$ cat src/rtl/alu_seq.sv
// Multi-cycle integer ALU, responder side of the in_valid/out_valid handshake.
// Logic ops finish in one edge, add/compare ripple DIGIT bits per edge, and
// shifts move one bit position per edge. The result is presented on out
// together with a single-cycle out_valid pulse.
module alu_seq #(
  parameter int WIDTH = 32,
  parameter int DIGIT = 8
) (
  input  logic             clk,
  input  logic             rst,
  input  logic [WIDTH-1:0] a_in,
  input  logic [WIDTH-1:0] b_in,
  input  logic [2:0]       op,
  input  logic             op_alt,
  input  logic             in_valid,
  output logic [WIDTH-1:0] out,
  output logic             out_valid,
  output logic             busy
);

  // Number of DIGIT-wide chunks in one operand and the counter that walks them.
  localparam int N  = WIDTH / DIGIT;
  localparam int CW = (N > 1) ? $clog2(N) : 1;
  localparam logic [CW-1:0] LAST_CHUNK = CW'(N - 1);

  // funct3 encodings.
  localparam logic [2:0] OP_ADD  = 3'b000;
  localparam logic [2:0] OP_SLL  = 3'b001;
  localparam logic [2:0] OP_SLT  = 3'b010;
  localparam logic [2:0] OP_SLTU = 3'b011;
  localparam logic [2:0] OP_XOR  = 3'b100;
  localparam logic [2:0] OP_SR   = 3'b101;
  localparam logic [2:0] OP_OR   = 3'b110;
  localparam logic [2:0] OP_AND  = 3'b111;

  typedef enum logic [1:0] {
    IDLE  = 2'd0,
    LOGIC = 2'd1,
    ARITH = 2'd2,
    SHIFT = 2'd3
  } state_t;

  // ---------------------------------------------------------------------------
  // State and datapath registers
  // ---------------------------------------------------------------------------
  state_t           state_reg, state_next;
  logic [WIDTH-1:0] a_reg,     a_next;      // operand A; doubles as the shift working register
  logic [WIDTH-1:0] b_reg,     b_next;      // operand B as captured (never inverted in place)
  logic [2:0]       op_reg,    op_next;
  logic             alt_reg,   alt_next;    // SRA select, meaningful for op 101 only
  logic             sign_reg,  sign_next;   // MSB of A at capture, used as SRA fill bit
  logic [WIDTH-1:0] acc_reg,   acc_next;    // chunk sums, shifted in from the top
  logic             carry_reg, carry_next;
  logic [CW-1:0]    chunk_reg, chunk_next;
  logic [4:0]       shamt_reg, shamt_next;
  logic [WIDTH-1:0] out_reg,   out_next;
  logic             valid_reg, valid_next;

  // ---------------------------------------------------------------------------
  // Chunk views of the operands
  // ---------------------------------------------------------------------------
  logic [DIGIT-1:0] a_chunk [N];
  logic [DIGIT-1:0] b_chunk [N];

  genvar gi;
  generate
    for (gi = 0; gi < N; gi++) begin : g_chunk
      assign a_chunk[gi] = a_reg[gi*DIGIT +: DIGIT];
      assign b_chunk[gi] = b_reg[gi*DIGIT +: DIGIT];
    end
  endgenerate

  // ---------------------------------------------------------------------------
  // Ripple-add datapath: one chunk per edge
  // ---------------------------------------------------------------------------
  logic [DIGIT-1:0] a_cur;
  logic [DIGIT-1:0] b_cur;
  logic [DIGIT:0]   chunk_sum;
  logic [WIDTH-1:0] acc_shifted;

  // Compares subtract, so the second operand is ~b with the initial carry set.
  assign a_cur = a_chunk[chunk_reg];
  assign b_cur = (op_reg == OP_ADD) ? b_chunk[chunk_reg] : ~b_chunk[chunk_reg];

  assign chunk_sum = {1'b0, a_cur} + {1'b0, b_cur} + {{DIGIT{1'b0}}, carry_reg};

  // After N edges the lowest chunk has been shifted down to bit 0, so the
  // accumulator holds the full sum/difference in natural order.
  assign acc_shifted = (acc_reg >> DIGIT) | (WIDTH'(chunk_sum[DIGIT-1:0]) << (WIDTH - DIGIT));

  // ---------------------------------------------------------------------------
  // Compare decode, valid only on the edge that processes the last chunk
  // ---------------------------------------------------------------------------
  logic diff_msb;
  logic signed_ovf;
  logic slt_bit;
  logic sltu_bit;

  assign diff_msb   = acc_shifted[WIDTH-1];
  assign signed_ovf = (a_reg[WIDTH-1] != b_reg[WIDTH-1]) && (diff_msb != a_reg[WIDTH-1]);
  assign slt_bit    = diff_msb ^ signed_ovf;
  // a - b borrows exactly when a < b unsigned, i.e. the final carry-out is 0.
  assign sltu_bit   = ~chunk_sum[DIGIT];

  logic [WIDTH-1:0] arith_result;

  // Select the arithmetic result for the captured opcode.
  always_comb begin
    arith_result = acc_shifted;
    case (op_reg)
      OP_SLT:  arith_result = {{(WIDTH-1){1'b0}}, slt_bit};
      OP_SLTU: arith_result = {{(WIDTH-1){1'b0}}, sltu_bit};
      default: arith_result = acc_shifted;
    endcase
  end

  // ---------------------------------------------------------------------------
  // Bitwise logic datapath
  // ---------------------------------------------------------------------------
  logic [WIDTH-1:0] logic_result;

  // Only XOR, OR and AND ever reach the LOGIC state.
  always_comb begin
    logic_result = a_reg & b_reg;
    case (op_reg)
      OP_XOR:  logic_result = a_reg ^ b_reg;
      OP_OR:   logic_result = a_reg | b_reg;
      OP_AND:  logic_result = a_reg & b_reg;
      default: logic_result = a_reg & b_reg;
    endcase
  end

  // ---------------------------------------------------------------------------
  // Single-position shifter
  // ---------------------------------------------------------------------------
  logic             shift_fill;
  logic [WIDTH-1:0] shift_step;

  // Right shifts fill with the captured sign for SRA and with zero for SRL.
  assign shift_fill = alt_reg & sign_reg;

  // Shift the working register by one position in the captured direction.
  always_comb begin
    shift_step = {shift_fill, a_reg[WIDTH-1:1]};
    if (op_reg == OP_SLL) begin
      shift_step = {a_reg[WIDTH-2:0], 1'b0};
    end
  end

  // ---------------------------------------------------------------------------
  // Next-state and next-register logic
  // ---------------------------------------------------------------------------
  // Hold everything by default; only the current state's rules change registers.
  always_comb begin
    state_next = state_reg;
    a_next     = a_reg;
    b_next     = b_reg;
    op_next    = op_reg;
    alt_next   = alt_reg;
    sign_next  = sign_reg;
    acc_next   = acc_reg;
    carry_next = carry_reg;
    chunk_next = chunk_reg;
    shamt_next = shamt_reg;
    out_next   = out_reg;
    valid_next = 1'b0;

    case (state_reg)
      IDLE: begin
        if (in_valid) begin
          a_next     = a_in;
          b_next     = b_in;
          op_next    = op;
          alt_next   = op_alt;
          sign_next  = a_in[WIDTH-1];
          acc_next   = '0;
          chunk_next = '0;
          carry_next = (op != OP_ADD);
          shamt_next = b_in[4:0];
          case (op)
            OP_ADD, OP_SLT, OP_SLTU: state_next = ARITH;
            OP_SLL, OP_SR:           state_next = SHIFT;
            default:                 state_next = LOGIC;
          endcase
        end
      end

      LOGIC: begin
        out_next   = logic_result;
        valid_next = 1'b1;
        state_next = IDLE;
      end

      ARITH: begin
        acc_next   = acc_shifted;
        carry_next = chunk_sum[DIGIT];
        chunk_next = chunk_reg + 1'b1;
        if (chunk_reg == LAST_CHUNK) begin
          out_next   = arith_result;
          valid_next = 1'b1;
          state_next = IDLE;
        end
      end

      SHIFT: begin
        if (shamt_reg == 5'd0) begin
          // Zero shift amount: return A untouched after a single edge.
          out_next   = a_reg;
          valid_next = 1'b1;
          state_next = IDLE;
        end else begin
          a_next     = shift_step;
          shamt_next = shamt_reg - 5'd1;
          if (shamt_reg == 5'd1) begin
            out_next   = shift_step;
            valid_next = 1'b1;
            state_next = IDLE;
          end
        end
      end

      default: begin
        state_next = IDLE;
      end
    endcase
  end

  // ---------------------------------------------------------------------------
  // Register update with asynchronous reset
  // ---------------------------------------------------------------------------
  // Reset aborts any operation in flight and clears the whole datapath.
  always_ff @(posedge clk or posedge rst) begin
    if (rst) begin
      state_reg <= IDLE;
      a_reg     <= '0;
      b_reg     <= '0;
      op_reg    <= '0;
      alt_reg   <= 1'b0;
      sign_reg  <= 1'b0;
      acc_reg   <= '0;
      carry_reg <= 1'b0;
      chunk_reg <= '0;
      shamt_reg <= '0;
      out_reg   <= '0;
      valid_reg <= 1'b0;
    end else begin
      state_reg <= state_next;
      a_reg     <= a_next;
      b_reg     <= b_next;
      op_reg    <= op_next;
      alt_reg   <= alt_next;
      sign_reg  <= sign_next;
      acc_reg   <= acc_next;
      carry_reg <= carry_next;
      chunk_reg <= chunk_next;
      shamt_reg <= shamt_next;
      out_reg   <= out_next;
      valid_reg <= valid_next;
    end
  end

  assign out       = out_reg;
  assign out_valid = valid_reg;
  assign busy      = (state_reg != IDLE);

endmodule

$ cat config.mk
export PLATFORM = sky130hd
export DESIGN_NAME = alu_seq
export DESIGN_NICKNAME = d
export VERILOG_FILES = /design/src/rtl/alu_seq.sv
export SDC_FILE = /design/constraint.sdc
export NUM_CORES = 1
export LEC_CHECK = 0
export ABC_CLOCK_PERIOD_IN_PS = 4100
export CAP_MARGIN = 10
export CORE_ASPECT_RATIO = 1.5
export CORE_MARGIN = 1.5
export CORE_UTILIZATION = 52
export DETAILED_ROUTE_END_ITERATION = 6
export PLACE_DENSITY = 0.78
export SLEW_MARGIN = 20
export SYNTH_ARGS = -nofsm -noshare
export SYNTH_HDL_FRONTEND = slang
export SYNTH_SLANG_ARGS = --single-unit
$ cat constraint.sdc
create_clock -name clk -period 4.1 [get_ports clk]
set_clock_uncertainty 0.05 [all_clocks]
set_input_delay 0.615 -clock clk [delete_from_list [all_inputs] [get_ports clk]]
set_output_delay 0.615 -clock clk [all_outputs]
set_load 0.02 [all_outputs]
=== Word level (Yosys, flattened, before mapping) ===
Cells that the tools add are included.

* Add/subtract/negate cells: 4
* $lt $le $gt $ge: 1
* Equal/unequal tests: 20
* Multiplexer cells: 36
* Bitwise gates (word level): 9
* Reductions and logical operators: 17

{| class="wikitable"
|+ Operators with widths
! cell !! count
|-
| 32-bit case mux with 2 select lines || 4
|-
| 32-bit 2-to-1 mux || 7
|-
| 32-bit case mux with 3 select lines || 1
|-
| 8-bit 2-to-1 mux || 5
|-
| 32-bit bitwise AND || 1
|-
| 8-bit binary-select mux with 2-bit select || 2
|-
| 24-bit by 32-bit OR with 32-bit output || 1
|-
| 32-bit OR || 1
|-
| 32-bit XOR || 1
|-
| 3-bit by 2-bit == test with 1-bit output (second input constant) || 4
|-
| 2-bit 2-to-1 mux || 5
|-
| 5-bit 2-to-1 mux || 2
|-
| 5-bit case mux with 2 select lines || 1
|-
| 8-bit by 8-bit adder with 9-bit output || 1
|-
| 9-bit by 1-bit adder with 9-bit output || 1
|-
| 3-bit == test (second input constant) || 3
|-
| 3-bit AND reduction || 3
|-
| 8-bit inverter || 1
|-
| 2-bit case mux with 2 select lines || 2
|-
| 2-bit case mux with 4 select lines || 1
|-
| 2-bit == test (second input constant) || 3
|-
| 3-bit by 1-bit == test with 1-bit output (second input constant) || 2
|-
| 3-bit zero test || 2
|-
| 2-bit != test (second input constant) || 3
|-
| other kinds (22) || 30
|}

* Register bits: 144
* Bits of input ports: 71
* Output and inout bits: 34
* Logic and storage cells: 99

=== Depth between registers and ports, before layout ===
Gate-level depths: netlist of run 1.

* Word-level depth: 15
* Mapped depth: 12
* Depth with buffers taken out: 10

=== Worst setup path after synthesis of run 1 ===
No wires, ideal clock.

* Path type: register -> register
* Start: reg op_reg[1]
* End: reg out_reg[0] (netlist: out[0])
* Setup time: 0.123 ns
* Arrival time: 3.245 ns
* Required time: 3.927 ns
* Setup slack: 0.683 ns
* Stages on the path, launching flop included: 13
* Buffers on the path: 2
* Clock period less this slack: 3.417 ns
* Path through: dfrtp_1 -> buf_2 -> buf_4 -> nor3_2 -> xor2_1 -> fa_1 -> fa_1 -> nor2b_1 -> o31a_1 -> o311a_1 -> or2_0 -> o2111ai_1 -> o221a_1

* Cells in the longest elaborated chain, start to end: 11
* Elaborated cells between the ends (all ways): 21
* Classes of those cells: 2 x add/sub; 6 x eq/ne; 8 x mux; 3 x bitwise; 2 x reduce/logical

{| class="wikitable"
|+ RTL lines
! what !! line !! text
|-
| from (decl) || 49 || <nowiki>logic [2:0] op_reg, op_next;</nowiki>
|-
| from (signal assigned) || 250 || <nowiki>op_reg <= op_next;</nowiki>
|-
| 3-bit zero test || 83 || <nowiki>assign b_cur = (op_reg == OP_ADD) ? b_chunk[chunk_reg] : ~b_chunk[chunk_reg];</nowiki>
|-
| 8-bit 2-to-1 mux || 83 ||
|-
| 8-bit by 8-bit adder with 9-bit output || 85 || <nowiki>assign chunk_sum = {1'b0, a_cur} + {1'b0, b_cur} + {{DIGIT{1'b0}}, carry_reg};</nowiki>
|-
| 9-bit by 1-bit adder with 9-bit output || 85 ||
|-
| 24-bit by 32-bit OR with 32-bit output || 89 || <nowiki>assign acc_shifted = (acc_reg >> DIGIT) | (WIDTH'(chunk_sum[DIGIT-1:0]) << (WIDTH - DIGIT));</nowiki>
|-
| 1-bit != test || 100 || <nowiki>assign signed_ovf = (a_reg[WIDTH-1] != b_reg[WIDTH-1]) && (diff_msb != a_reg[WIDTH-1]);</nowiki>
|-
| 1-bit logical AND || 100 ||
|-
| 1-bit XOR || 101 || <nowiki>assign slt_bit = diff_msb ^ signed_ovf;</nowiki>
|-
| 32-bit case mux with 2 select lines || 110 || <nowiki>case (op_reg)</nowiki>
|-
| 32-bit 2-to-1 mux || 198 || <nowiki>if (chunk_reg == LAST_CHUNK) begin</nowiki>
|-
| 32-bit case mux with 3 select lines (*) || 168 || <nowiki>case (state_reg)</nowiki>
|-
| to (signal assigned) || 257 || <nowiki>out_reg <= out_next;</nowiki>
|-
| to (decl) || 56 || <nowiki>logic [WIDTH-1:0] out_reg, out_next;</nowiki>
|}

Mark *: on every way between the ends. The rest lies on a longest branch, timed or not. The select of a mux whose other input is x is not followed.
A chain may end at the register's enable or synchronous reset.

=== Final worst setup path of run 1 ===
* Start: reg b_reg[24]
* End: reg out_reg[0] (netlist: out[0])

* Cells in the longest elaborated chain, start to end: 14
* Elaborated cells between the ends (all ways): 15
* Classes of those cells: 2 x add/sub; 1 x eq/ne; 7 x mux; 4 x bitwise; 1 x reduce/logical

{| class="wikitable"
|+ RTL lines
! what !! line !! text
|-
| from (decl) || 48 || <nowiki>logic [WIDTH-1:0] b_reg, b_next;</nowiki>
|-
| from (signal assigned) || 249 || <nowiki>b_reg <= b_next;</nowiki>
|-
| 8-bit binary-select mux with 2-bit select (*) || 83 ||
|-
| 8-bit 2-to-1 mux (implied by the code) (*) (2 in a row) || 83 ||
|-
| 8-bit inverter || 83 ||
|-
| 8-bit 2-to-1 mux (*) || 83 ||
|-
| 8-bit by 8-bit adder with 9-bit output (*) || 85 ||
|-
| 9-bit by 1-bit adder with 9-bit output (*) || 85 ||
|-
| 24-bit by 32-bit OR with 32-bit output || 89 ||
|-
| 1-bit != test || 100 ||
|-
| 1-bit logical AND || 100 ||
|-
| 1-bit XOR || 101 ||
|-
| 32-bit case mux with 2 select lines (*) || 110 ||
|-
| 32-bit 2-to-1 mux (*) || 198 ||
|-
| 32-bit case mux with 3 select lines (*) || 168 ||
|}

Marks and branches as above.

==> results of run 1 <==
## cells in the mapped netlist (4+ instances only)
library cell | count | area [um2]
o211ai_1 | 21 | 158
a21o_1 | 21 | 158
nand2b_1 | 7 | 43.8
a211oi_1 | 37 | 278
buf_2 | 14 | 70.1
buf_1 | 5 | 18.8
o21ai_0 | 116 | 581
o31ai_1 | 6 | 45.0
inv_1 | 87 | 327
mux2i_1 | 35 | 350
a21oi_1 | 58 | 290
a311oi_1 | 12 | 105
nor3_1 | 5 | 25.0
nor2b_1 | 4 | 25.0
nand2_1 | 200 | 751
ha_1 | 74 | 926
and2_1 | 4 | 25.0
mux4_2 | 16 | 360
dfrtp_1 | 136 | 3400
nor2_1 | 83 | 312
nand3_1 | 28 | 140
a31oi_1 | 11 | 68.8
xnor2_1 | 9 | 78.8
clkbuf_1 | 57 | 214
## area by class of cell
cell class | instances | share of cell area (%)
Multi-Input combinational cell | 784 | 46.1
Sequential cell | 136 | 30.9
Timing Repair Buffer | 127 | 11.5
Clock buffer | 20 | 3.96
Inverter | 88 | 3.03
Tap cell | 213 | 2.42
Clock inverter | 11 | 2.21
## logic make-up after synthesis
group           after synthesis
simple gates                340
buf+inv                     167
fa+ha+maj                    76
mux                          51
flops                       136
compound gates              305
xor+xnor                     12
## worst paths after layout
| check | slack (ps) | cells after the start | endpoint | startpoint |
|---|---|---|---|---|
| setup reg to reg | 860 | 10 | out[0]$_DFFE_PP0P_ | b_reg[24]$_DFFE_PP0P_ |
| setup / recovery | 860 | 10 | out[0]$_DFFE_PP0P_ | b_reg[24]$_DFFE_PP0P_ |
| hold reg to reg | 420 | 1 | out[20]$_DFFE_PP0P_ | out[20]$_DFFE_PP0P_ |
| hold / removal | 420 | 1 | out[20]$_DFFE_PP0P_ | out[20]$_DFFE_PP0P_ |
| max in group asynchronous | 2970 | 3 | b_reg[13]$_DFFE_PP0P_ | rst |
| min in group asynchronous | 460 | 2 | out[2]$_DFFE_PP0P_ | rst |
## where the power goes
part | leakage [nW] | total (mW) | internal [mW] | switching, mW
registers | 1.70 | 2.84 | 1.99 | 0.855
clock network | 0.325 | 1.83 | 1.20 | 0.623
logic | 3.00 | 6.58 | 2.58 | 4.00
## critical path, delay by kind of cell, from the launching register on
| family | cells | cell delay (ps) |
|---|---|---|
| muxes | 1 | 490 |
| and+or+nand+nor | 2 | 320 |
| AOI/OAI and AO/OA | 4 | 750 |
| xor gates and xnor gates | 1 | 180 |
| adders and majority gates | 2 | 940 |
| DFF | 1 | 400 |
## layer usage
layer / vias to the layer above / track usage [%] / share of wire, % / wire [um]
met4: 0 / 16.0 / 4.7 / 1370
met2: 368 / 54.7 / 49 / 14300
met3: 73 / 5.58 / 6.6 / 1950
met5: - / 0 / 0 / 0
li1: 3877 / - / - / -
met1: 4034 / 41.0 / 40 / 11700
## cells in the final DEF (no fill, tap or decap), drive strengths merged, types with 2 or more instances in the layout
cell type,Yosys,routed
o21ai,118,118
clkinvlp,0,2
clkbuf,57,20
nand3,28,28
bufinv,0,7
mux4,16,16
a21oi,59,59
o31ai,6,6
dfrtp,136,136
a211oi,37,37
xor2,3,3
inv,88,89
nor2b,4,4
a21o,21,21
nand2b,7,7
a22oi,3,3
o2111ai,2,2
o211ai,21,21
and2,4,4
ha,74,74
xnor2,9,9
nand3b,2,2
nor2,84,84
o21a,2,2
nor3,6,6
nand2,200,200
a221oi,3,3
fa,2,2
a311oi,12,12
clkdlybuf4s50,0,104
mux2i,35,35
buf,22,23
or2,2,2
a222oi,3,3
a31oi,11,11
==> impl_metrics.toml, run 1 <==
[status]
status = "complete, but fails checks"
violations = "DRC"

[synthesis]
avgSynthCellArea_um2 = 8.39
ys_warn_count = 0
synth_nets = 1234
synth_cell_type_count = 51
synth-simple-area-share_pct = 15.4
ys.flop_type = "dfrtp_1"
synth-xor-area-share_pct = 1.15
synth_compound_area_share_pct = 20.6
syn_area_um2 = 9120
synth-edff-count = 0
synth_adder_area_share_pct = 10.6
synth_top_family_by_area = "compound AO/OA/AOI/OAI gates"
ys_seq_elements = 136
synth_mux_area_share_pct = 7.79
ys_async_sr_fraction_pct = 100
synth-seq-area-share_pct = 37.3
syn-instance-count = 1087

[place]
place_area_um2 = 10300
io_buffers = 104
place_inst = 1347
gp_congestion = 0.999
hpwl_mm = 21.5
post-place-ws_ps = 922

[final_layout]
multi_input_area_um2 = 5080
seq_area_um2 = 3400
post-route-util_pct = 63.9
antenna_cells = 0
final_net_count = 1301
stdcell_count = 1379
n_fill_cell = 1478
post-route-cell-area_um2 = 11000
syn_to_final_growth_pct = 20.9
drive_above_1_share_pct = 6.78

[floorplanning]
initial_core_util_pct = 52.8
die_area_um2 = 18400
std_cell_rows = 59
die_y_um = 165
io_pins = 105
die_x_um = 111
core_um2 = 17300

[sta]
rsz0062_at_grt = "false"
timing.final.crit_period_ps = 3240
fin_crit_sh_pct = 79.0
max_freq_mhz = 309
worstMarginPinSlew_ps = 853
finalWorstSetupSlack_ps = 862
maxSlewHeadroom_pct = 43.0
hold_slack_ps = 423
hold_viol_final = 0
tns_ps = 0
setup_viol_count_final = 0
slew_viol_final = 0

[cts]
cts_tree = "built"
clockRootBuffer = "clkbuf_16"
cts.sinks = 136
insertion_delay_ps = 440
path_clk_slew_ps = 60
postCtsSetupBuffers = 0
postCtsHoldBufs = 0
cts_resized = 0
cts_buffer_depth = 2
htree_levels = 4
cts_buffers = 17

[global_routing]
overflow = 0
grt_pass1_vias = 8006
grt.total_usage_pct = 32.6
antenna_found_initial = 1
grt_max_degree = 72
grt_pass1_wl_mm = 45.1

[worst_setup_path]
cpMostUsedCell = "fa_1"
end_kind = "flop"
arrival_ps = 3510
start_kind = "flop"
critical_path_class = "flop to flop"
crit_fanout = 3
cpMaxStageDelayCell = "mux4_2"
max_stage_delay_ps = 490
cp_data_required_time_ps = 4370
crit_chain = "mux4_2 -> xor2_1 -> fa_1 -> fa_1 -> nor2b_1 -> o31a_1 -> o311a_1 -> or2_0 -> o2111ai_1 -> o221a_1"

[drt]
drc = 25
drt_iter0_drc = 841
ant_nets = 0
vias = 8352
wl_mm = 29.4
wire_per_inst_um = 21.3
firstDrtPassIters = 7
drt-vias-per-instance = 6.06

[power]
p_leak_nw = 5.03
p_total_mw = 11.2
ir_worst_vdd_mv = 0.559
powerDensity_nw_per_um2 = 1020

[job]
drv_cap = 0

[min_path]
hp-class = "flop to flop"
No activity file was read; power rests on OpenSTA's default activity.
==> run 2: changes to the inputs <==
--- a/config.mk
+++ b/config.mk
@@ -5,7 +5,7 @@
 export SDC_FILE = /design/constraint.sdc
 export NUM_CORES = 1
 export LEC_CHECK = 0
-export ABC_CLOCK_PERIOD_IN_PS = 4100
+export ABC_CLOCK_PERIOD_IN_PS = 2950
 export CAP_MARGIN = 10
 export CORE_ASPECT_RATIO = 1.5
 export CORE_MARGIN = 1.5
==> constraint.sdc (replaced) <==
create_clock -name clk -period 2.95 [get_ports clk]
set_clock_uncertainty 0.05 [all_clocks]
set_input_delay 0.4425 -clock clk [delete_from_list [all_inputs] [get_ports clk]]
set_output_delay 0.4425 -clock clk [all_outputs]
set_load 0.02 [all_outputs]
==> impl_metrics.toml, run 2 (synthesized netlist as in run 1, its figures left out) <==
[drt]
vias = 8649
drt-vias-per-instance = 6.02
ant_nets = 0
wire_per_inst_um = 20.7
wl_mm = 29.8
drc = 0
drt_iter0_drc = 770
firstDrtPassIters = 5

[worst_setup_path]
cp_data_required_time_ps = 3270
reg2reg_depth = 10
crit_chain = "buf_6 -> mux4_2 -> xnor2_2 -> ha_1 -> nor2b_4 -> o31a_1 -> o311a_1 -> or2_4 -> o2111ai_2 -> o221a_1"
arrival_ps = 3390
crit_fanout = 6
cpMaxStageDelayCell = "mux4_2"
timing.rr.start = "chunk_reg[0]$_DFFE_PP0P_"
rr_endpoint = "out[0]$_DFFE_PP0P_"
end_kind = "flop"
rrSetupSlack_ps = -120
critical_path_class = "flop to flop"
start_kind = "flop"
max_stage_delay_ps = 530

[global_routing]
overflow = 0
grtUsageMet1_pct = 41.8
grt_most_used_layer = "met2"
grt_max_degree = 61
grt_pass1_wl_mm = 45.9
grt_util_met3_pct = 6.93
antenna_found_initial = 0
grt_pass1_vias = 8061
grt.total_usage_pct = 33.2
use_met2_pct = 54.2

[cts]
postCtsHoldBufs = 0
path_clk_slew_ps = 60
cts.sinks = 136
cts_tree = "built"
clockRootBuffer = "clkbuf_16"
insertion_delay_ps = 430
cts_buffer_depth = 2
cts_buffers = 17
htree_levels = 4

[sta]
worstMarginPinSlew_ps = 709
fin_crit_sh_pct = 104
rsz0062_at_grt = "true"
maxSlewHeadroom_pct = 52.7
finalWorstSetupSlack_ps = -122
hold_slack_ps = 380
timing.final.crit_period_ps = 3070
setup_viol_count_final = 3
slew_viol_final = 0
hold_viol_final = 0
max_freq_mhz = 326

[power]
p_leak_nw = 5.29
comb_power_share_pct = 64.7
internal_power_mw = 8.49
powerDensity_nw_per_um2 = 1430
power.switching_mw = 7.83
ir_worst_vdd_mv = 0.745
swShare_pct = 48.0
pwr-share-clk_pct = 12.9
p_seq_share_pct = 22.4

[status]
violations = "setup timing"
status = "complete, but fails checks"

[final_layout]
n_fill_cell = 1495
layout_common_cells = "199 x nand2_1, 135 x dfrtp_1, 114 x o21ai_0"
drive_above_1_share_pct = 12.0
antenna_cells = 0
final_common_cell = "nand2_1"
final_net_count = 1358
syn_to_final_growth_pct = 25.4
stdcell_count = 1436
post-route-util_pct = 66.3

[place]
gp_congestion = 0.966
place_inst = 1399
post-place-ws_ps = -148
io_buffers = 104
hpwl_mm = 22.7

[floorplanning]
io_pins = 105
die_area_um2 = 18400
std_cell_rows = 59
die_x_um = 111
core_um2 = 17300
initial_core_util_pct = 52.8
die_y_um = 165

[min_path]
hp-class = "input port to async pin"

[job]
drv_cap = 0
-- run 2: changes by cell type in the layout (fill, tap and decap cells not counted), sizes merged --
cell and change:
clkinvlp +2, inv -2, bufinv -5, clkbuf -1, clkinv +6, buf +57
-- run 2: timing repair --
action                     4_1_cts  5_1_grt
setup buffers                    5        2
setup endpoints to repair        5        6
gates resized for setup          6        7
pin swaps                        5        3
gates cloned                     0        0
-- run 2: how the worst max path moves through the flow --
stage | startpoint | to | slack (ps) | depth (start not counted)
final | chunk_reg[0]$_DFFE_PP0P_ | out[0]$_DFFE_PP0P_ | -120 | 10
after global routing | chunk_reg[0]$_DFFE_PP0P_ | out[0]$_DFFE_PP0P_ | -220 | 10
after CTS | chunk_reg[0]$_DFFE_PP0P_ | out[0]$_DFFE_PP0P_ | -80 | 10
after detailed placement | chunk_reg[0]$_DFFE_PP0P_ | out[0]$_DFFE_PP0P_ | -150 | 10
after global placement | chunk_reg[0]$_DFFE_PP0P_ | out[0]$_DFFE_PP0P_ | -90 | 10
after floorplan | chunk_reg[0]$_DFFE_PP0P_ | out[0]$_DFFE_PP0P_ | -60 | 12
-- run 2: per-layer routing --
| layer | routed length, um | vias to the layer above | share of wire [%] |
|---|---|---|---|
| met3 | 2230 | 82 | 7.5 |
| met5 | 0 | - | 0 |
| met2 | 14400 | 387 | 48 |
| met1 | 11600 | 4186 | 39 |
| li1 | - | 3994 | - |
| met4 | 1540 | 0 | 5.2 |
-- run 2: cell type report --
type	instances	area (um2)	area share, %
Multi-Input combinational cell	784	5130	44.8
Sequential cell	136	3400	29.7
Timing Repair Buffer	184	1740	15.2
Clock buffer	19	443	3.87
Inverter	88	334	2.92
Tap cell	213	267	2.33
Clock inverter	12	129	1.13
-- run 2: critical path, delay by kind of cell (launching register included) --
| family | cells | cell delay (ps) |
|---|---|---|
| AO/OA/AOI/OAI | 4 | 980 |
| multiplexers | 1 | 530 |
| flip-flops | 1 | 430 |
| AND/OR/NAND/NOR | 2 | 390 |
| adder cells (fa/ha/maj) | 1 | 320 |
| buffers and inverters | 1 | 160 |
| XOR/XNOR | 1 | 150 |
-- run 2: per-stage QoR --
step           total power [mW]  TNS (ps)  instance area, um2
6_report                   16.3      -321               11400
2_1_floorplan              9.95     -62.5                9170
5_1_grt                    17.4      -724               11400
3_3_place_gp               13.4      -237               10800
4_1_cts                    16.0      -185               11400
3_5_place_dp               13.7      -407               10800
-- run 2: power by group through the flow --
stage	clock network, mW	logic, mW	registers, mW
3_5_place_dp	0	10.0	3.67
2_1_floorplan	0	6.34	3.61
3_3_place_gp	0	9.77	3.64
5_1_grt	2.17	11.5	3.74
6_report	2.10	10.6	3.66
4_1_cts	2.11	10.3	3.65
